===== src/rtl/quad_spike_encoder.sv =====
// quad_spike_encoder: two quadrature encoders -> filtered, rate-limited direction spikes.
// Define QUAD_ERR_CNT_EN to build the saturating illegal-transition counter on o_err_cnt.
module quad_spike_encoder #(
  parameter int FILT_LEN = 3,
  parameter int PEND_W   = 4,
  parameter int GAP      = 7
) (
  input  logic       clk,
  input  logic       rst_n,
  input  logic       i_qx_a,
  input  logic       i_qx_b,
  input  logic       i_qy_a,
  input  logic       i_qy_b,
  input  logic       i_enable,
  input  logic       i_clr,
  output logic [3:0] o_spike_out,
  output logic       o_ovf,
  output logic [7:0] o_err_cnt
);

  localparam int FCW = (FILT_LEN < 2) ? 1 : $clog2(FILT_LEN);
  localparam int GCW = (GAP < 2) ? 1 : $clog2(GAP);
  localparam int SW  = PEND_W + 2;
  localparam logic signed [SW-1:0] LIM_HI = SW'((1 << (PEND_W - 1)) - 1);
  localparam logic signed [SW-1:0] LIM_LO = -LIM_HI;
  localparam logic signed [SW-1:0] ONE    = SW'(1);

  typedef enum logic [1:0] {S_IDLE, S_PULSE, S_GAP} state_t;

  logic [3:0]          w_raw;
  logic [3:0]          r_sync1;
  logic [3:0]          r_sync2;
  logic [3:0]          r_filt;
  logic [3:0]          r_prev;
  logic [3:0][FCW-1:0] r_fcnt;
  logic [1:0][1:0]     w_cur;
  logic [1:0][1:0]     w_prv;
  logic [1:0]          w_stepUp;
  logic [1:0]          w_stepDn;
  logic [1:0]          w_drop;
  logic [1:0]          w_spikeP;
  logic [1:0]          w_spikeN;
  logic                r_ovf;

  // Bit order: [0] X.a, [1] X.b, [2] Y.a, [3] Y.b
  assign w_raw = {i_qy_b, i_qy_a, i_qx_b, i_qx_a};

  always_ff @(posedge clk or negedge rst_n) begin
    if (!rst_n) begin
      r_sync1 <= '0;
      r_sync2 <= '0;
    end else begin
      r_sync1 <= w_raw;
      r_sync2 <= r_sync1;
    end
  end

  // A new level is accepted only after FILT_LEN consecutive disagreeing samples
  always_ff @(posedge clk or negedge rst_n) begin
    if (!rst_n) begin
      r_filt <= '0;
      r_fcnt <= '0;
    end else begin
      for (int i = 0; i < 4; i++) begin
        if (r_sync2[i] != r_filt[i]) begin
          if (r_fcnt[i] == FCW'(FILT_LEN - 1)) begin
            r_filt[i] <= r_sync2[i];
            r_fcnt[i] <= '0;
          end else begin
            r_fcnt[i] <= r_fcnt[i] + 1'b1;
          end
        end else begin
          r_fcnt[i] <= '0;
        end
      end
    end
  end

  always_ff @(posedge clk or negedge rst_n) begin
    if (!rst_n) begin
      r_prev <= '0;
    end else begin
      r_prev <= r_filt;
    end
  end

  assign w_cur[0] = {r_filt[0], r_filt[1]};
  assign w_cur[1] = {r_filt[2], r_filt[3]};
  assign w_prv[0] = {r_prev[0], r_prev[1]};
  assign w_prv[1] = {r_prev[2], r_prev[3]};

  function automatic logic [1:0] fwdOf(input logic [1:0] s);
    case (s)
      2'b00:   fwdOf = 2'b01;
      2'b01:   fwdOf = 2'b11;
      2'b11:   fwdOf = 2'b10;
      default: fwdOf = 2'b00;
    endcase
  endfunction

  always_comb begin
    w_stepUp = '0;
    w_stepDn = '0;
    for (int ax = 0; ax < 2; ax++) begin
      if (w_cur[ax] != w_prv[ax]) begin
        if (w_cur[ax] == fwdOf(w_prv[ax])) begin
          w_stepUp[ax] = 1'b1;
        end else if (w_prv[ax] == fwdOf(w_cur[ax])) begin
          w_stepDn[ax] = 1'b1;
        end
      end
    end
  end

  for (genvar g = 0; g < 2; g++) begin : gAxis
    state_t                   r_state;
    state_t                   w_next;
    logic [GCW-1:0]           r_gapCnt;
    logic signed [PEND_W-1:0] r_pend;
    logic signed [SW-1:0]     w_base;
    logic signed [SW-1:0]     w_sum;
    logic                     w_pos;
    logic                     w_neg;
    logic                     w_emitP;
    logic                     w_emitN;
    logic                     w_ovRange;
    logic                     w_pulseP;
    logic                     w_pulseN;
    logic                     r_spikeP;
    logic                     r_spikeN;

    assign w_pos   = ~r_pend[PEND_W-1] & (|r_pend);
    assign w_neg   = r_pend[PEND_W-1];
    assign w_emitP = i_enable & (r_state == S_IDLE) & w_pos;
    assign w_emitN = i_enable & (r_state == S_IDLE) & w_neg;

    // The emit term is applied first, so a step is dropped only when the counter truly saturates
    always_comb begin
      w_base = {{2{r_pend[PEND_W-1]}}, r_pend};
      if (w_emitP) begin
        w_base = w_base - ONE;
      end else if (w_emitN) begin
        w_base = w_base + ONE;
      end
      w_sum = w_base;
      if (w_stepUp[g]) begin
        w_sum = w_base + ONE;
      end else if (w_stepDn[g]) begin
        w_sum = w_base - ONE;
      end
      w_ovRange = (w_sum > LIM_HI) || (w_sum < LIM_LO);
    end

    assign w_drop[g] = i_enable & (w_stepUp[g] | w_stepDn[g]) & w_ovRange;

    always_ff @(posedge clk or negedge rst_n) begin
      if (!rst_n) begin
        r_pend <= '0;
      end else if (!i_enable) begin
        r_pend <= '0;
      end else if (w_drop[g]) begin
        r_pend <= w_base[PEND_W-1:0];
      end else begin
        r_pend <= w_sum[PEND_W-1:0];
      end
    end

    always_ff @(posedge clk or negedge rst_n) begin
      if (!rst_n) begin
        r_state  <= S_IDLE;
        r_gapCnt <= '0;
        r_spikeP <= 1'b0;
        r_spikeN <= 1'b0;
      end else begin
        r_state  <= w_next;
        r_gapCnt <= ((r_state == S_GAP) && (w_next == S_GAP)) ? r_gapCnt + 1'b1 : '0;
        r_spikeP <= w_pulseP;
        r_spikeN <= w_pulseN;
      end
    end

    always_comb begin
      w_next = r_state;
      if (!i_enable) begin
        w_next = S_IDLE;
      end else begin
        case (r_state)
          S_IDLE:  if (w_emitP || w_emitN) w_next = S_PULSE;
          S_PULSE: w_next = S_GAP;
          S_GAP:   if (r_gapCnt == GCW'(GAP - 1)) w_next = S_IDLE;
          default: w_next = S_IDLE;
        endcase
      end
    end

    // PULSE is only entered from IDLE, so the sign of pend picks the spike bit
    always_comb begin
      w_pulseP = (r_state == S_IDLE) && (w_next == S_PULSE) && w_pos;
      w_pulseN = (r_state == S_IDLE) && (w_next == S_PULSE) && w_neg;
    end

    assign w_spikeP[g] = r_spikeP;
    assign w_spikeN[g] = r_spikeN;
  end

  assign o_spike_out = {w_spikeN[1], w_spikeN[0], w_spikeP[1], w_spikeP[0]};

  always_ff @(posedge clk or negedge rst_n) begin
    if (!rst_n) begin
      r_ovf <= 1'b0;
    end else if (|w_drop) begin
      r_ovf <= 1'b1;
    end else if (i_clr) begin
      r_ovf <= 1'b0;
    end
  end

  assign o_ovf = r_ovf;

`ifdef QUAD_ERR_CNT_EN
  logic [1:0] w_ill;
  logic [1:0] w_illCnt;
  logic [8:0] w_errSum;
  logic [7:0] r_errCnt;

  always_comb begin
    w_ill = '0;
    for (int ax = 0; ax < 2; ax++) begin
      w_ill[ax] = i_enable && (w_cur[ax] != w_prv[ax]) && !w_stepUp[ax] && !w_stepDn[ax];
    end
  end

  // A clear coinciding with new illegal events keeps those events counted
  assign w_illCnt = {1'b0, w_ill[0]} + {1'b0, w_ill[1]};
  assign w_errSum = (i_clr ? 9'd0 : {1'b0, r_errCnt}) + {7'd0, w_illCnt};

  always_ff @(posedge clk or negedge rst_n) begin
    if (!rst_n) begin
      r_errCnt <= '0;
    end else begin
      r_errCnt <= w_errSum[8] ? 8'hFF : w_errSum[7:0];
    end
  end

  assign o_err_cnt = r_errCnt;
`else
  assign o_err_cnt = '0;
`endif

endmodule

===== config.mk =====
export PLATFORM = sky130hd
export DESIGN_NAME = quad_spike_encoder
export DESIGN_NICKNAME = d
export VERILOG_FILES = /design/src/rtl/quad_spike_encoder.sv
export SDC_FILE = /design/constraint.sdc
export NUM_CORES = 1
export LEC_CHECK = 0
export CAP_MARGIN = 15
export CORE_MARGIN = 5
export CORE_UTILIZATION = 53
export CTS_BUF_LIST = sky130_fd_sc_hd__clkbuf_16
export DETAILED_ROUTE_END_ITERATION = 7
export GPL_ROUTABILITY_DRIVEN = 0
export PLACE_DENSITY = 0.76
export SYNTH_ARGS = -nofsm -noshare
export SYNTH_HDL_FRONTEND = slang
export SYNTH_SLANG_ARGS = --single-unit

===== constraint.sdc =====
create_clock -name clk -period 3.16 [get_ports clk]
set_input_delay 0.474 -clock clk [delete_from_list [all_inputs] [get_ports clk]]
set_output_delay 0.474 -clock clk [all_outputs]
set_load 0.005 [all_outputs]

# Word-level counts from Yosys, hierarchy flattened
# Cells that the tools add are included.
[word_totals]
ram_bits = 0
output_inout_bits = 13
wordCells = 166
ff_bits = 47
latch_bits = 0
mem_count = 0
mem_bits_ro = 0
inputBits = 8
[classes]
muxes = 52
eq_ne = 32
div = 0
add_sub_neg = 14
n_lt_le_gt_ge = 4
shift = 0
n_bitwise = 16
n_mul = 0
n_reduce_logical = 26
[ops]
columns = ["cell", "n"]
rows = [
  ["6-bit 2-to-1 mux", 8],
  ["2-bit 2-to-1 mux", 20],
  ["2-bit case mux with 3 select lines", 6],
  ["2-bit == test (second input constant)", 12],
  ["2-bit by 1-bit == test with 1-bit output (second input constant)", 8],
  ["4-bit 2-to-1 mux", 4],
  ["6-bit by 2-bit adder with 6-bit output (second input constant)", 2],
  ["1-bit AND", 12],
  ["6-bit by 4-bit > comparator with 1-bit output (second input constant)", 2],
  ["2-bit zero test", 6],
  ["6-bit by 4-bit less-than comparator with 1-bit output (second input constant)", 2],
  ["1-bit 2-to-1 mux", 12],
  ["6-bit by 2-bit subtractor with 6-bit output (second input constant)", 2],
  ["4-bit by 2-bit adder with 5-bit output (second input constant)", 2],
  ["4-bit by 2-bit subtractor with 5-bit output (second input constant)", 2],
  ["2-bit by 1-bit adder with 2-bit output (second input constant)", 4],
  ["2-bit == test", 4],
  ["1-bit logical AND", 8],
  ["2-bit AND reduction", 4],
  ["4-bit OR reduction", 2],
  ["3-bit by 1-bit adder with 3-bit output (second input constant)", 2],
  ["3-bit == test (second input constant)", 2],
  ["3-bit 2-to-1 mux", 2],
  ["1-bit logical OR", 4],
  ["6 further kinds", 12],
]

# Depth between registers and ports, before layout
# Gate-level depths: netlist of the first run.
[depth]
depth_word = 17
ltp_mapped = 15
depth_no_buf = 15

# Worst setup path before layout of the first run
# No wires, ideal clock.
[synth_path]
path_kind = "reg2reg"
startpoint = "register gAxis[1].r_pend[0]"
endpoint = "register gAxis[1].r_pend[3]"
synth_period_minus_slack_ns = 3.089
t_required_ns = 3.040
setup_time_ns = 0.120
slack_ns = 0.071
arrival_ns = 2.969
path_buffers = 0
path_stages_with_launch = 16
path_cell_list = "dfrtp_1 inv_1 ha_1 or3b_1 nand2_2 inv_2 xnor2_4 inv_2 ha_1 o21ai_0 o21ai_0 mux2_2 o221a_2 a21bo_2 nand2_2 o211a_1"
[synth_between]
elab_chain_len = 12
elab_cells_between_ends = 17
cone_classes = "4 x add/sub; 2 x order compare; 6 x mux; 3 x bitwise; 2 x reduce/logical"
[synth_rtl]
columns = ["element", "line", "text"]
rows = [
  ["start: declaration", "119", "logic signed [PEND_W-1:0] r_pend;"],
  ["start signal: assignment", "162", "r_pend <= w_base[PEND_W-1:0];"],
  ["start signal: assignment", "164", "r_pend <= w_sum[PEND_W-1:0];"],
  ["parallel branches: the longest is 3 deep, another holds 4-bit by 2-bit adder with 5-bit output", "n/a", ""],
  ["6-bit 2-to-1 mux (*)", "140", "if (w_emitP) begin"],
  ["6-bit by 2-bit subtractor with 6-bit output", "149", "w_sum = w_base - ONE;"],
  ["6-bit 2-to-1 mux", "148", "end else if (w_stepDn[g]) begin"],
  ["6-bit 2-to-1 mux", "146", "if (w_stepUp[g]) begin"],
  ["6-bit by 4-bit > comparator with 1-bit output or 6-bit by 4-bit less-than comparator with 1-bit output (tied branches)", "151", "w_ovRange = (w_sum > LIM_HI) || (w_sum < LIM_LO);"],
  ["1-bit logical OR", "151", ""],
  ["1-bit AND", "154", "assign w_drop[g] = i_enable & (w_stepUp[g] | w_stepDn[g]) & w_ovRange;"],
  ["4-bit 2-to-1 mux (*)", "161", "end else if (w_drop[g]) begin"],
  ["4-bit 2-to-1 mux (*)", "159", "end else if (!i_enable) begin"],
]
# Every way passes the cells marked *.
# A chain may end at the register's enable or synchronous reset.

# Worst setup path in the final report of the first run
[layout_path]
startpoint = "input port i_enable"
endpoint = "register gAxis[1].r_pend[0]"
[layout_between]
elab_chain_len = 12
elab_cells_between_ends = 16
cone_classes = "2 x add/sub; 2 x order compare; 6 x mux; 5 x bitwise; 1 x reduce/logical"
[layout_rtl]
columns = ["element", "line", "text"]
rows = [
  ["start: declaration", "14", "input logic i_enable,"],
  ["1-bit AND", "134, 135", ""],
  ["1-bit AND", "135", "assign w_emitN = i_enable & (r_state == S_IDLE) & w_neg;"],
  ["6-bit 2-to-1 mux", "142", "end else if (w_emitN) begin"],
  ["6-bit 2-to-1 mux", "140", ""],
  ["6-bit by 2-bit subtractor with 6-bit output", "149", ""],
  ["6-bit 2-to-1 mux", "148", ""],
  ["6-bit 2-to-1 mux", "146", ""],
  ["6-bit by 4-bit > comparator with 1-bit output or 6-bit by 4-bit less-than comparator with 1-bit output (tied branches)", "151", ""],
  ["1-bit logical OR", "151", ""],
  ["1-bit AND", "154", ""],
  ["4-bit 2-to-1 mux", "161", ""],
  ["4-bit 2-to-1 mux (*)", "159", ""],
]
# Every way passes the cells marked *; elsewhere a longest branch is shown, timed or not.

==> results of run 1 <==
final timing paths:
| kind | start | end |
|---|---|---|
| max in group asynchronous | rst_n | gAxis[0].r_pend[3]$_DFF_PN0_ |
| worst max-delay path | i_enable | gAxis[1].r_pend[0]$_DFF_PN0_ |
| worst min-delay path | rst_n | r_fcnt[5]$_DFF_PN0_ |
| worst min register to register | r_sync1[2]$_DFF_PN0_ | r_sync2[2]$_DFF_PN0_ |
| worst max register to register | gAxis[1].r_pend[1]$_DFF_PN0_ | gAxis[1].r_pend[0]$_DFF_PN0_ |
| min in group clk | r_sync1[2]$_DFF_PN0_ | r_sync2[2]$_DFF_PN0_ |
metal layers:
| layer | vias to the layer above | track usage [%] | share of wire (%) |
|---|---|---|---|
| met5 | - | 0 | 0 |
| met4 | 0 | 5.05 | 1.5 |
| met3 | 11 | 3.76 | 4.7 |
| met2 | 50 | 28.5 | 49 |
| met1 | 1070 | 21.1 | 45 |
| li1 | 1086 | - | - |
through the flow:
stage | TNS (ns) | hold slack [ns] | util [%] | cell area [sq um] | std cells
floorplan | 0 | 0.178 | - | 2840 | 291
global placement | -1.04 | 0.333 | 62.3 | 3200 | 391
detailed placement | -1.61 | 0.340 | 62.3 | 3200 | 391
CTS | 0 | 0.355 | 65.6 | 3370 | 399
global route | -0.000465 | 0.220 | 67.8 | 3480 | 401
finish | 0 | 0.178 | 67.8 | 3480 | 401
area by class of cell:
class                   instances  share of cell area [%]
clock buffers                   5                    3.59
flip-flops and latches         47                    33.8
multi-input cells             209                    44.9
repair buffers                 51                    12.3
well taps                      70                    2.51
inverters                      16                    1.72
clock inverters                 3                    1.22
registers in the layout, indices dropped and copies added, names as in the netlist:
signal / flops
r_filt: 4
r_sync1: 4
gAxis.r_gapCnt: 6
gAxis.r_state: 4
gAxis.r_spikeN: 2
r_sync2: 4
o_ovf: 1
r_fcnt: 8
r_prev: 4
gAxis.r_pend: 8
gAxis.r_spikeP: 2
critical path, delay by kind of cell:
family / cells / cell delay, ns
simple gates: 2 / 1.04
buf+inv: 2 / 0.62
mux: 1 / 0.23
compound gates: 5 / 0.96
power groups by stage:
stage	Combinational, uW	Clock (uW)	Sequential [uW]
after global routing	2890	634	967
after detailed placement	2420	0	939
after CTS	2440	607	931
final	2630	589	937
after global placement	2350	0	934
after floorplan	1680	0	903
placed cells by master (no fill, tap or decap), types with 9 or more instances in the layout:
master                             n
sky130_fd_sc_hd__nor2_1           17
sky130_fd_sc_hd__ha_1             12
sky130_fd_sc_hd__buf_4            38
sky130_fd_sc_hd__clkdlybuf4s50_1  11
sky130_fd_sc_hd__nand2_1          18
sky130_fd_sc_hd__dfrtp_1          47
sky130_fd_sc_hd__nor2b_1           9
sky130_fd_sc_hd__nor3_1           10
sky130_fd_sc_hd__o21ai_0          10
sky130_fd_sc_hd__a21oi_1          11
sky130_fd_sc_hd__inv_1            12
sky130_fd_sc_hd__xnor2_1           9
cells by family after synthesis:
group                      after synthesis  share of synthesized area, %
and+or+nand+nor                         93                          18.1
AOI/OAI and AO/OA                       68                          17.8
DFF                                     47                          41.8
buffers and inverters                   35                          6.40
adders and majority gates               14                          6.22
xor gates and xnor gates                13                          4.71
muxes                                   13                          4.89
other                                    1                         0.133
timing repair:
item                                    in CTS  in global routing
endpoints found under the setup margin       0                  9
setup buffers                                0                  1
endpoints found under the hold margin        0                  0
gates resized for setup                      0                 19
==> tab_implementation.tex, run 1 <==
\begin{tabular}{lr}
\hline
Metric & Value \\
\hline
\multicolumn{2}{l}{\textbf{Status}} \\
\quad Outcome & finished clean \\
\multicolumn{2}{l}{\textbf{Routing}} \\
\quad DRT iter0 DRCs & about 170 \\
\quad DR vias & around 2,200 \\
\quad Number of vias per cell after detailed routing & 5.53 \\
\quad DRT Wirelength & roughly 5500 microns \\
\quad Remaining DRCs & 0 \\
\quad Number of routed nets with antenna violations & 0 \\
\quad Average wire per cell in the routed design & 13.8 microns \\
\quad Number of search-and-repair iterations in the first detailed-routing pass & 6 \\
\multicolumn{2}{l}{\textbf{GRT}} \\
\quad Total Routing Usage GR & approximately 17\% \\
\quad Via count of the first global-routing pass & around 2,200 \\
\quad Maximum number of pins on one net before global-route repair & 48 \\
\quad Initial antenna violation count & 0 \\
\quad Aggregate global routing overflow & 0 \\
\quad Wire length of the first global-routing pass & roughly 10000 microns \\
\multicolumn{2}{l}{\textbf{Layout}} \\
\quad Storage cell area & roughly 1200 sq um \\
\quad Diode insertion count for antenna repair & 0 \\
\quad Layout fillers & around 400 \\
\quad Number of nets at the end of the flow & 352 \\
\quad Ratio of cells with drive above 1 in the final layout & about a quarter \\
\quad Area overhead of the layout relative to synthesis & 23.7\% \\
\quad Footprint of the multi-input gates & roughly 1600 sq um \\
\multicolumn{2}{l}{\textbf{Worst setup path}} \\
\quad Data arrival time at the worst-slack endpoint & 3.32 ns \\
\quad Critical Path Max Stage Delay & roughly 0.53 ns \\
\quad Critical Path Sink Type & flop \\
\quad Library cell appearing most often on the critical path & sky130\_fd\_sc\_hd\_\_a21oi\_2 \\
\quad Type of the setup path with the least slack & input port to flop \\
\quad Nature of the critical path startpoint & input port \\
\quad Ordered cell list for the critical path & clkdlybuf4s50\_1 -> buf\_4 -> or3b\_1 -> a21oi\_2 -> a211oi\_4 -> or4\_4 -> a21o\_4 -> a21bo\_4 -> a21oi\_2 -> mux2i\_1 \\
\quad Required arrival time at the worst endpoint & approximately 3.4 ns \\
\quad Cell count of the worst reg-to-reg path & 11 \\
\quad Minimum setup slack among reg-to-reg paths & around 0.12 ns \\
\quad Critical-path maximum fanout & 9 \\
\quad Slowest cell on crit path & sky130\_fd\_sc\_hd\_\_or3b\_1 \\
\multicolumn{2}{l}{\textbf{Synth}} \\
\quad Post-Synthesis Cells & roughly 280 \\
\quad Most used DFF post-synth & sky130\_fd\_sc\_hd\_\_dfrtp\_1 \\
\quad Post-synth top area cell & sky130\_fd\_sc\_hd\_\_dfrtp\_1 \\
\quad Number of synthesized flops with an enable pin & 0 \\
\quad Area share of the largest cell type after synthesis & roughly two fifths \\
\quad Warnings from Yosys & 0 \\
\quad Cells taking the most area after synthesis & sky130\_fd\_sc\_hd\_\_dfrtp\_1 (42\%), sky130\_fd\_sc\_hd\_\_ha\_1 (6.2\%), sky130\_fd\_sc\_hd\_\_buf\_4 (3.2\%) \\
\quad Combined area of all synthesized cells & approximately 2800 sq um \\
\quad Count of state elements after synthesis & 47 \\
\quad Most numerous cell types in the synthesized netlist & sky130\_fd\_sc\_hd\_\_dfrtp\_1 (47), sky130\_fd\_sc\_hd\_\_nand2\_1 (18), sky130\_fd\_sc\_hd\_\_nor2\_1 (17) \\
\quad Mean post-synth cell area & 9.92 sq um \\
\quad Proportion of synthesized flip-flops having asynchronous set or reset & between 90\% and 100\% \\
\quad Count of different cell masters after synthesis & 67 \\
\quad Dominant cell by count in the synthesized netlist & sky130\_fd\_sc\_hd\_\_dfrtp\_1 \\
\quad Fraction of the yosys area taken by sequential cells & around two fifths \\
\multicolumn{2}{l}{\textbf{Floorplan}} \\
\quad Site row count & 26 \\
\quad Placeable core area & between 5000 and 6000 sq um \\
\quad Die height & $\sim$83 microns \\
\quad Chip Width & between 80 and 90 microns \\
\quad Starting Density & about 55\% \\
\quad Area of the die & 6870 sq um \\
\quad I/O pins & 21 \\
\multicolumn{2}{l}{\textbf{STA}} \\
\quad Number of hold violations in the final report & 0 \\
\quad Number of max-slew violations in the final report & 0 \\
\quad Worst-Margin Slew & around 0.57 ns \\
\quad Share of the clock period used by the worst path & 98.6\% \\
\quad Post-Route Skew & 0.00668 ns \\
\quad Slew HR & between 60\% and 70\% \\
\quad Number of setup violations in the final report & 0 \\
\quad Worst Slack Setup Final & $\sim$0.043 ns \\
\quad Minimum period implied by the final worst setup slack & between 3 and 4 ns \\
\quad Maximum achievable frequency & between 0.3 and 0.4 GHz \\
\multicolumn{2}{l}{\textbf{Placed design}} \\
\quad Dpl hpwl & between 4000 and 5000 microns \\
\quad Setup slack at placement & -0.246 ns \\
\quad Port Buffers & 12 \\
\multicolumn{2}{l}{\textbf{Pwr}} \\
\quad Power per cell area & between 1000 and 1500 nW/um\^{}2 \\
\quad Power spent charging and discharging nets & 1680 uW \\
\quad Switching Share & about two fifths \\
\quad Max VDD drop & roughly 0.48 mV \\
\quad Internal Power & $\sim$2500 uW \\
\quad Relative contribution of the clock network to total power & roughly 14\% \\
\quad Sequential share of power & between 20\% and 30\% \\
\quad Overall power of the completed layout & between 4000 and 5000 uW \\
\quad Comb power frac & 63.2\% \\
\quad Standby leakage power & approximately 0.0016 uW \\
\multicolumn{2}{l}{\textbf{Clocking}} \\
\quad Total clock sinks & 47 \\
\quad Clock root buffer master & sky130\_fd\_sc\_hd\_\_clkbuf\_16 \\
\quad Cts hold-fix bufs & 0 \\
\quad Clk Latency, worst-skew pair & 0.29 ns \\
\quad Clk buf depth & 2 \\
\quad TritonCTS clock tree & done \\
\quad CTS clock-pin slew for the worst setup and hold paths & roughly 0.070 ns \\
\quad Inserted Clock Buffers & 5 \\
\quad H-Tree Level Count & 2 \\
\multicolumn{2}{l}{\textbf{Hold path}} \\
\quad Kind of path behind the tightest hold check & input port to async pin \\
\multicolumn{2}{l}{\textbf{Run}} \\
\quad Max-capacitance violation count & 0 \\
\hline
\end{tabular}
No activity file was read; power rests on OpenSTA's default activity.
==> run 2: changes to the inputs <==
- CORE_MARGIN: 5 -> 2
==> run 2 against run 1 <==
Effect of this change:
- sequential cell count stayed put
- register-to-register slack hardly changed
- via count is 0.68% higher
- cell count is 0.75% higher
- non-clock buffer count is 3 higher
- maximum frequency is 2.3% higher
- hold slack better by 0.17 ns
- combinational power hardly changed
- largest cell class unchanged
- highest routed layer unchanged
==> tab_implementation.tex, run 2 (same netlist as run 1, synthesis figures left out) <==
\begin{tabular}{lr}
\hline
Metric & Value \\
\hline
\multicolumn{2}{l}{\textbf{Routing}} \\
\quad Number of search-and-repair iterations in the first detailed-routing pass & 4 (-2) \\
\quad Number of vias per cell after detailed routing & 5.52 (about the same) \\
\quad Average wire per cell in the routed design & 13.7 microns (-0.42\%) \\
\quad DR vias & 2,232 (+0.68\%) \\
\quad DRT Wirelength & 5540 microns (+0.33\%) \\
\quad Number of routed nets with antenna violations & 0 (unchanged) \\
\quad DRT iter0 DRCs & 105 (-37\%) \\
\quad Remaining DRCs & 0 (unchanged) \\
\multicolumn{2}{l}{\textbf{Worst setup path}} \\
\quad Depth of the critical timing path with buffers and inverters included & 12 (+2) \\
\quad Type of the setup path with the least slack & flop to flop \\
\quad Minimum setup slack among reg-to-reg paths & 0.11 ns (about the same) \\
\quad Slowest cell on crit path & sky130\_fd\_sc\_hd\_\_or4\_4 \\
\quad Critical Path Sink Type & flop \\
\quad Nature of the critical path startpoint & flop \\
\quad End point of the critical path & o\_ovf\$\_DFFE\_PN0P\_ \\
\quad Cell count of the worst reg-to-reg path & 12 (+1) \\
\quad Top cell family by delay on the critical path & simple AND/OR/NAND/NOR gates \\
\quad Required arrival time at the worst endpoint & 3.31 ns (-0.05 ns) \\
\quad Critical Path Max Stage Delay & 0.51 ns (-0.02 ns) \\
\quad Crit path launch & gAxis[1].r\_pend[0]\$\_DFF\_PN0\_ \\
\quad Library cell appearing most often on the critical path & sky130\_fd\_sc\_hd\_\_buf\_4 \\
\quad Data arrival time at the worst-slack endpoint & 3.19 ns (-0.13 ns) \\
\quad Ordered cell list for the critical path & inv\_2 -> buf\_4 -> ha\_1 -> or4b\_1 -> a21oi\_2 -> a211oi\_4 -> or4\_4 -> a21o\_1 -> a21bo\_4 -> nand2\_2 -> buf\_4 -> o221ai\_1 \\
\quad Capturing point of the worst reg2reg path & o\_ovf\$\_DFFE\_PN0P\_ \\
\quad Critical-path maximum fanout & 8 (-1) \\
\quad Crit path buffers/inverters & 3 (+1) \\
\quad Reg-to-reg critical path startpoint & gAxis[1].r\_pend[0]\$\_DFF\_PN0\_ \\
\multicolumn{2}{l}{\textbf{GRT}} \\
\quad Via count of the first global-routing pass & 2,251 (+0.49\%) \\
\quad Total Routing Usage GR & 20.2\% (+3.5 points) \\
\quad Aggregate global routing overflow & 0 (unchanged) \\
\quad Initial antenna violation count & 0 (unchanged) \\
\quad Wire length of the first global-routing pass & 9770 microns (+0.36\%) \\
\quad Maximum number of pins on one net before global-route repair & 48 (unchanged) \\
\multicolumn{2}{l}{\textbf{Floorplan}} \\
\quad Starting Density & 55.1\% (+0.35 points) \\
\quad I/O pins & 21 (unchanged) \\
\quad Site row count & 26 (unchanged) \\
\quad Chip Width & 76.9 microns (-7.2\%) \\
\quad Die height & 76.9 microns (-7.2\%) \\
\quad Placeable core area & 5110 sq um (-0.63\%) \\
\quad Area of the die & 5910 sq um (-14\%) \\
\multicolumn{2}{l}{\textbf{Clocking}} \\
\quad TritonCTS clock tree & done \\
\quad Total clock sinks & 47 (unchanged) \\
\quad Clk Latency, worst-skew pair & 0.28 ns (about the same) \\
\quad H-Tree Level Count & 2 (unchanged) \\
\quad CTS clock-pin slew for the worst setup and hold paths & 0.07 ns (about the same) \\
\quad Clk buf depth & 2 (unchanged) \\
\quad Inserted Clock Buffers & 5 (unchanged) \\
\quad Clock root buffer master & sky130\_fd\_sc\_hd\_\_clkbuf\_16 \\
\multicolumn{2}{l}{\textbf{Layout}} \\
\quad Layout fillers & 397 (-1.5\%) \\
\quad Area overhead of the layout relative to synthesis & 23.4\% \\
\quad Ratio of cells with drive above 1 in the final layout & 25.7\% (+0.67 points) \\
\quad Diode insertion count for antenna repair & 0 (unchanged) \\
\quad Most common cell after layout, fill and taps aside & sky130\_fd\_sc\_hd\_\_dfrtp\_1 \\
\quad Top flop regs & gAxis.r\_pend x8, r\_fcnt x8, gAxis.r\_gapCnt x6 \\
\quad Most frequent cells in the layout & sky130\_fd\_sc\_hd\_\_dfrtp\_1 (47), sky130\_fd\_sc\_hd\_\_buf\_4 (42), sky130\_fd\_sc\_hd\_\_nand2\_1 (18), sky130\_fd\_sc\_hd\_\_nor2\_1 (17) \\
\quad Post-route cell area & 3480 sq um (-0.22\%) \\
\quad Number of nets at the end of the flow & 355 (+0.85\%) \\
\multicolumn{2}{l}{\textbf{Placed design}} \\
\quad Port Buffers & 12 (unchanged) \\
\quad Post-detailed-placement cell area & 3220 sq um (+0.47\%) \\
\quad Dpl hpwl & 3990 microns (-2.2\%) \\
\multicolumn{2}{l}{\textbf{STA}} \\
\quad Number of setup violations in the final report & 0 (unchanged) \\
\quad Slew HR & 32.7\% (-30 points) \\
\quad Number of hold violations in the final report & 0 (unchanged) \\
\quad Share of the clock period used by the worst path & 96.5\% (-2.2 points) \\
\quad Minimum period implied by the final worst setup slack & 3.05 ns (-0.0689 ns) \\
\quad Final total negative setup slack & 0 ns (unchanged) \\
\quad Min Hold Slack & 0.352 ns (+0.174 ns) \\
\quad Maximum achievable frequency & 0.328 GHz (+2.3\%) \\
\quad Post-Route Skew & 0.00207 ns (-0.00460 ns) \\
\quad Worst-Margin Slew & 1.01 ns (+0.444 ns) \\
\quad Number of max-slew violations in the final report & 0 (unchanged) \\
\multicolumn{2}{l}{\textbf{Pwr}} \\
\quad Power per cell area & 1190 nW/um\^{}2 (-0.31\%) \\
\quad Standby leakage power & 0.00157 uW (+0.15\%) \\
\quad Max VDD drop & 0.514 mV (+6.3\%) \\
\multicolumn{2}{l}{\textbf{Hold path}} \\
\quad Kind of path behind the tightest hold check & flop to flop \\
\multicolumn{2}{l}{\textbf{Status}} \\
\quad Outcome & finished clean \\
\multicolumn{2}{l}{\textbf{Run}} \\
\quad Max-capacitance violation count & 0 (unchanged) \\
\hline
\end{tabular}
run 2: metrics by stage:
step                setup slack, ns  utilization (%)  instances  total power (uW)
CTS                         0.00555             66.4        401              3980
global placement             -0.285             63.0        393              3330
detailed placement           -0.335             63.0        393              3390
global route               -0.00362             68.1        404              4470
floorplan                    0.0705                -        291              2580
finish                        0.112             68.1        404              4130
run 2: worst min path at each step:
stage                                      to  slack, ns                 start  depth (start not counted)
6_report                 r_sync2[2]$_DFF_PN0_       0.35  r_sync1[2]$_DFF_PN0_                          0
5_1_grt                  r_sync2[2]$_DFF_PN0_       0.36  r_sync1[2]$_DFF_PN0_                          0
4_1_cts                  r_sync2[2]$_DFF_PN0_       0.36  r_sync1[2]$_DFF_PN0_                          0
3_5_place_dp             r_sync2[2]$_DFF_PN0_       0.34  r_sync1[2]$_DFF_PN0_                          0
3_3_place_gp             r_sync2[3]$_DFF_PN0_       0.33  r_sync1[3]$_DFF_PN0_                          0
2_1_floorplan  gAxis[0].r_gapCnt[0]$_DFF_PN0_       0.18                 rst_n                          0
run 2: per-layer routing:
metal,global-route usage (%),wire (microns)
met2,34.9,2820
met5,0,0
met1,25.3,2500
met3,3.18,185
met4,8.00,39
run 2: layout make-up:
cell class	instances	area, sq um	area share, %
Clock buffer	5	125	3.60
Timing Repair Buffer	54	430	12.4
Sequential cell	47	1180	33.8
Inverter	16	60.1	1.73
Clock inverter	3	27.5	0.792
Tap cell	70	87.6	2.52
Multi-Input combinational cell	209	1570	45.1
run 2: repair_timing:
action,CTS,global route
setup buffers,0,3
pin swaps,1,0
hold endpoints to repair,0,0
hold buffers,0,0
setup endpoints to repair,2,9
gates resized for setup,5,16
run 2: report_power, final:
part	leakage, uW	switching, uW	internal, uW
registers	0.000602	175	784
clock network	0.0000723	228	301
logic	0.000893	1300	1340
==> run 3: changes to the inputs <==
- CTS_CLUSTER_SIZE: not set -> 25
- clock period: 3.16 -> 2.6 ns (I/O delays scaled with it)
==> run 3 against run 2 <==
Effect of this change:
- the flow now finishes with violations (negative setup slack)
- sequential power increased by 21%
- non-clock buffer count increased by 31
- first-iteration DRC count increased by 67%
- worst setup slack got worse by 0.44 ns
- cell count increased by 7.7%
- critical path depth increased by 3
- register-to-register slack got worse by 0.44 ns
- clock power increased by 24%
- combinational power increased by 62%
- via count increased by 14%
- routed wire length increased by 31%
- critical endpoint is now gAxis[1].r_pend[2]$_DFF_PN0_
==> tab_implementation.tex, run 3 (same netlist as run 1, synthesis figures left out) <==
\begin{tabular}{lr}
\hline
Metric & Value \\
\hline
\multicolumn{2}{l}{\textbf{Layout}} \\
\quad Footprint of the multi-input gates & 1780 sq um (+14\%) \\
\quad Ratio of cells with drive above 1 in the final layout & 40.3\% (+15 points) \\
\quad Non-filler instance count after layout & 435 (+7.7\%) \\
\quad Most common cell after layout, fill and taps aside & sky130\_fd\_sc\_hd\_\_buf\_4 \\
\quad Most frequent cells in the layout & sky130\_fd\_sc\_hd\_\_buf\_4 (68), sky130\_fd\_sc\_hd\_\_dfrtp\_1 (45), sky130\_fd\_sc\_hd\_\_nand2\_1 (18), sky130\_fd\_sc\_hd\_\_nor2\_1 (17) \\
\quad Number of nets at the end of the flow & 386 (+8.7\%) \\
\quad Diode insertion count for antenna repair & 0 (unchanged) \\
\quad Area overhead of the layout relative to synthesis & 40.1\% \\
\quad Top flop regs & gAxis.r\_pend x8, r\_fcnt x8, gAxis.r\_gapCnt x6 \\
\quad Storage cell area & 1180 sq um (+0.21\%) \\
\quad Layout fillers & 310 (-22\%) \\
\multicolumn{2}{l}{\textbf{Routing}} \\
\quad Met1 Routed Length & 2990 microns (+19\%) \\
\quad DRT iter0 DRCs & 175 (+67\%) \\
\quad Wire length on met2 & 3600 microns (+28\%) \\
\quad Average wire per cell in the routed design & 16.7 microns (+22\%) \\
\quad Number of vias per cell after detailed routing & 5.85 (+5.9\%) \\
\quad Number of routed nets with antenna violations & 0 (unchanged) \\
\quad DR vias & 2,544 (+14\%) \\
\quad Number of search-and-repair iterations in the first detailed-routing pass & 5 (+1) \\
\quad DRT Wirelength & 7260 microns (+31\%) \\
\quad Met3 layer wire length in the routed design & 426 microns (+130\%) \\
\quad Remaining DRCs & 0 (unchanged) \\
\quad Top layer used by detailed routing & met4 \\
\multicolumn{2}{l}{\textbf{STA}} \\
\quad Minimum period implied by the final worst setup slack & 2.93 ns (-0.118 ns) \\
\quad Setup repair after global routing missed its margin & yes \\
\quad Post-Route Skew & 0.00380 ns (+0.00172 ns) \\
\quad Min Hold Slack & 0.0534 ns (-0.298 ns) \\
\quad Share of the clock period used by the worst path & 113\% (+16 points) \\
\quad Number of max-slew violations in the final report & 0 (unchanged) \\
\quad Worst Slack Setup Final & -0.330 ns (-0.442 ns) \\
\quad Number of setup violations in the final report & 9 (+9) \\
\quad Number of hold violations in the final report & 0 (unchanged) \\
\quad Maximum achievable frequency & 0.341 GHz (+4.0\%) \\
\multicolumn{2}{l}{\textbf{Clocking}} \\
\quad CTS clock-pin slew for the worst setup and hold paths & 0.07 ns (about the same) \\
\quad Total clock sinks & 47 (unchanged) \\
\quad Clk Latency, worst-skew pair & 0.28 ns (about the same) \\
\quad TritonCTS clock tree & done \\
\quad Inserted Clock Buffers & 5 (unchanged) \\
\quad Clock root buffer master & sky130\_fd\_sc\_hd\_\_clkbuf\_16 \\
\quad H-Tree Level Count & 2 (unchanged) \\
\quad Clk buf depth & 2 (unchanged) \\
\quad Cts hold-fix bufs & 0 (unchanged) \\
\multicolumn{2}{l}{\textbf{Worst setup path}} \\
\quad Critical-path maximum fanout & 4 (-4) \\
\quad Type of the setup path with the least slack & flop to flop \\
\quad Nature of the critical path startpoint & flop \\
\quad Required arrival time at the worst endpoint & 2.81 ns (-0.50 ns) \\
\quad Data arrival time at the worst-slack endpoint & 3.14 ns (-0.05 ns) \\
\quad Minimum setup slack among reg-to-reg paths & -0.33 ns (-0.44 ns) \\
\quad Critical Path Sink Type & flop \\
\multicolumn{2}{l}{\textbf{Placed design}} \\
\quad Dpl hpwl & 4440 microns (+11\%) \\
\quad Cell count after placement & 409 (+4.1\%) \\
\quad Port Buffers & 12 (unchanged) \\
\multicolumn{2}{l}{\textbf{GRT}} \\
\quad Wire length of the first global-routing pass & 10,700 microns (+9.9\%) \\
\quad Via count of the first global-routing pass & 2,426 (+7.8\%) \\
\quad Aggregate global routing overflow & 0 (unchanged) \\
\quad Initial antenna violation count & 0 (unchanged) \\
\quad Total Routing Usage GR & 22.4\% (+2.2 points) \\
\quad Maximum number of pins on one net before global-route repair & 28 (-42\%) \\
\multicolumn{2}{l}{\textbf{Floorplan}} \\
\quad Placeable core area & 5110 sq um (unchanged) \\
\quad Site row count & 26 (unchanged) \\
\quad Die height & 76.9 microns (unchanged) \\
\quad Chip Width & 76.9 microns (unchanged) \\
\quad Starting Density & 55.1\% (unchanged) \\
\quad Area of the die & 5910 sq um (unchanged) \\
\quad I/O pins & 21 (unchanged) \\
\multicolumn{2}{l}{\textbf{Status}} \\
\quad Violated checks & negative setup slack \\
\quad Outcome & complete, but fails checks \\
\multicolumn{2}{l}{\textbf{Hold path}} \\
\quad Kind of path behind the tightest hold check & input port to async pin \\
\multicolumn{2}{l}{\textbf{Run}} \\
\quad Max-capacitance violation count & 0 (unchanged) \\
\multicolumn{2}{l}{\textbf{Pwr}} \\
\quad Standby leakage power & 0.00177 uW (+13\%) \\
\quad Max VDD drop & 0.706 mV (+37\%) \\
\quad Power per cell area & 1540 nW/um\^{}2 (+30\%) \\
\hline
\end{tabular}
-- run 3: cell type report --
class	count	share of cell area [%]
clock buffer	5	3.17
clock inverter	3	0.698
inverter	16	1.59
multi-input combinational	209	45.2
sequential	47	29.9
tap	70	2.22
timing repair buffer	85	17.2
-- run 3: stage by stage --
| step | worst slack [ns] | TNS (ns) | instance area, sq um | util, % | total power (uW) |
|---|---|---|---|---|---|
| 6_report | -0.330 | -2.09 | 3950 | 77.3 | 6090 |
| 5_1_grt | -0.423 | -2.80 | 3950 | 77.3 | 6450 |
| 4_1_cts | -0.338 | -1.58 | 3760 | 73.5 | 5490 |
| 3_5_place_dp | -0.647 | -5.38 | 3440 | 67.4 | 4530 |
| 3_3_place_gp | -0.607 | -5.06 | 3440 | 67.4 | 4430 |
| 2_1_floorplan | -0.231 | -0.870 | 2950 | - | 3360 |
-- run 3: worst paths after layout --
check                                        startpoint                            end  cells after the start
max                        gAxis[1].r_pend[0]$_DFF_PN0_   gAxis[1].r_pend[2]$_DFF_PN0_                     15
min                                               rst_n    gAxis[1].r_spikeN$_DFF_PN0_                      1
max reg2reg                gAxis[1].r_pend[0]$_DFF_PN0_   gAxis[1].r_pend[2]$_DFF_PN0_                     15
min reg2reg                        r_sync1[1]$_DFF_PN0_           r_sync2[1]$_DFF_PN0_                      0
max in group asynchronous                         rst_n  gAxis[0].r_state[0]$_DFF_PN0_                      2
min in group clk                   r_sync1[1]$_DFF_PN0_           r_sync2[1]$_DFF_PN0_                      0
-- run 3: report_power, final --
part	internal, uW	switching [uW]	total [uW]
sequential	956	201	1160
clock	366	289	655
combinational	2190	2080	4280
-- run 3: repair_timing --
item / CTS / global route
setup buffers: 7 / 11
resized for setup: 28 / 27
hold endpoints to repair: 0 / 0
pin swaps: 15 / 29
endpoints found under the setup margin: 9 / 9
-- run 3: worst max-delay path, cell delays in order (launching register included) --
cell,delay (ns)
sky130_fd_sc_hd__dfrtp_1,0.39
sky130_fd_sc_hd__inv_2,0.09
sky130_fd_sc_hd__ha_4,0.15
sky130_fd_sc_hd__or3b_4,0.39
sky130_fd_sc_hd__nand2_4,0.08
sky130_fd_sc_hd__inv_4,0.05
sky130_fd_sc_hd__xnor2_4,0.14
sky130_fd_sc_hd__inv_2,0.11
sky130_fd_sc_hd__ha_4,0.14
sky130_fd_sc_hd__nand2_1,0.05
sky130_fd_sc_hd__o21ai_0,0.30
sky130_fd_sc_hd__buf_4,0.17
sky130_fd_sc_hd__o221a_2,0.16
sky130_fd_sc_hd__a21bo_4,0.25
sky130_fd_sc_hd__a21boi_2,0.18
sky130_fd_sc_hd__mux2i_1,0.19
-- run 3: routing by layer --
layer,global-route usage (%),up-vias
met1,27.3,1229
met4,5.82,0
met3,4.59,40
met2,40.1,117
li1,-,1158
met5,0,-
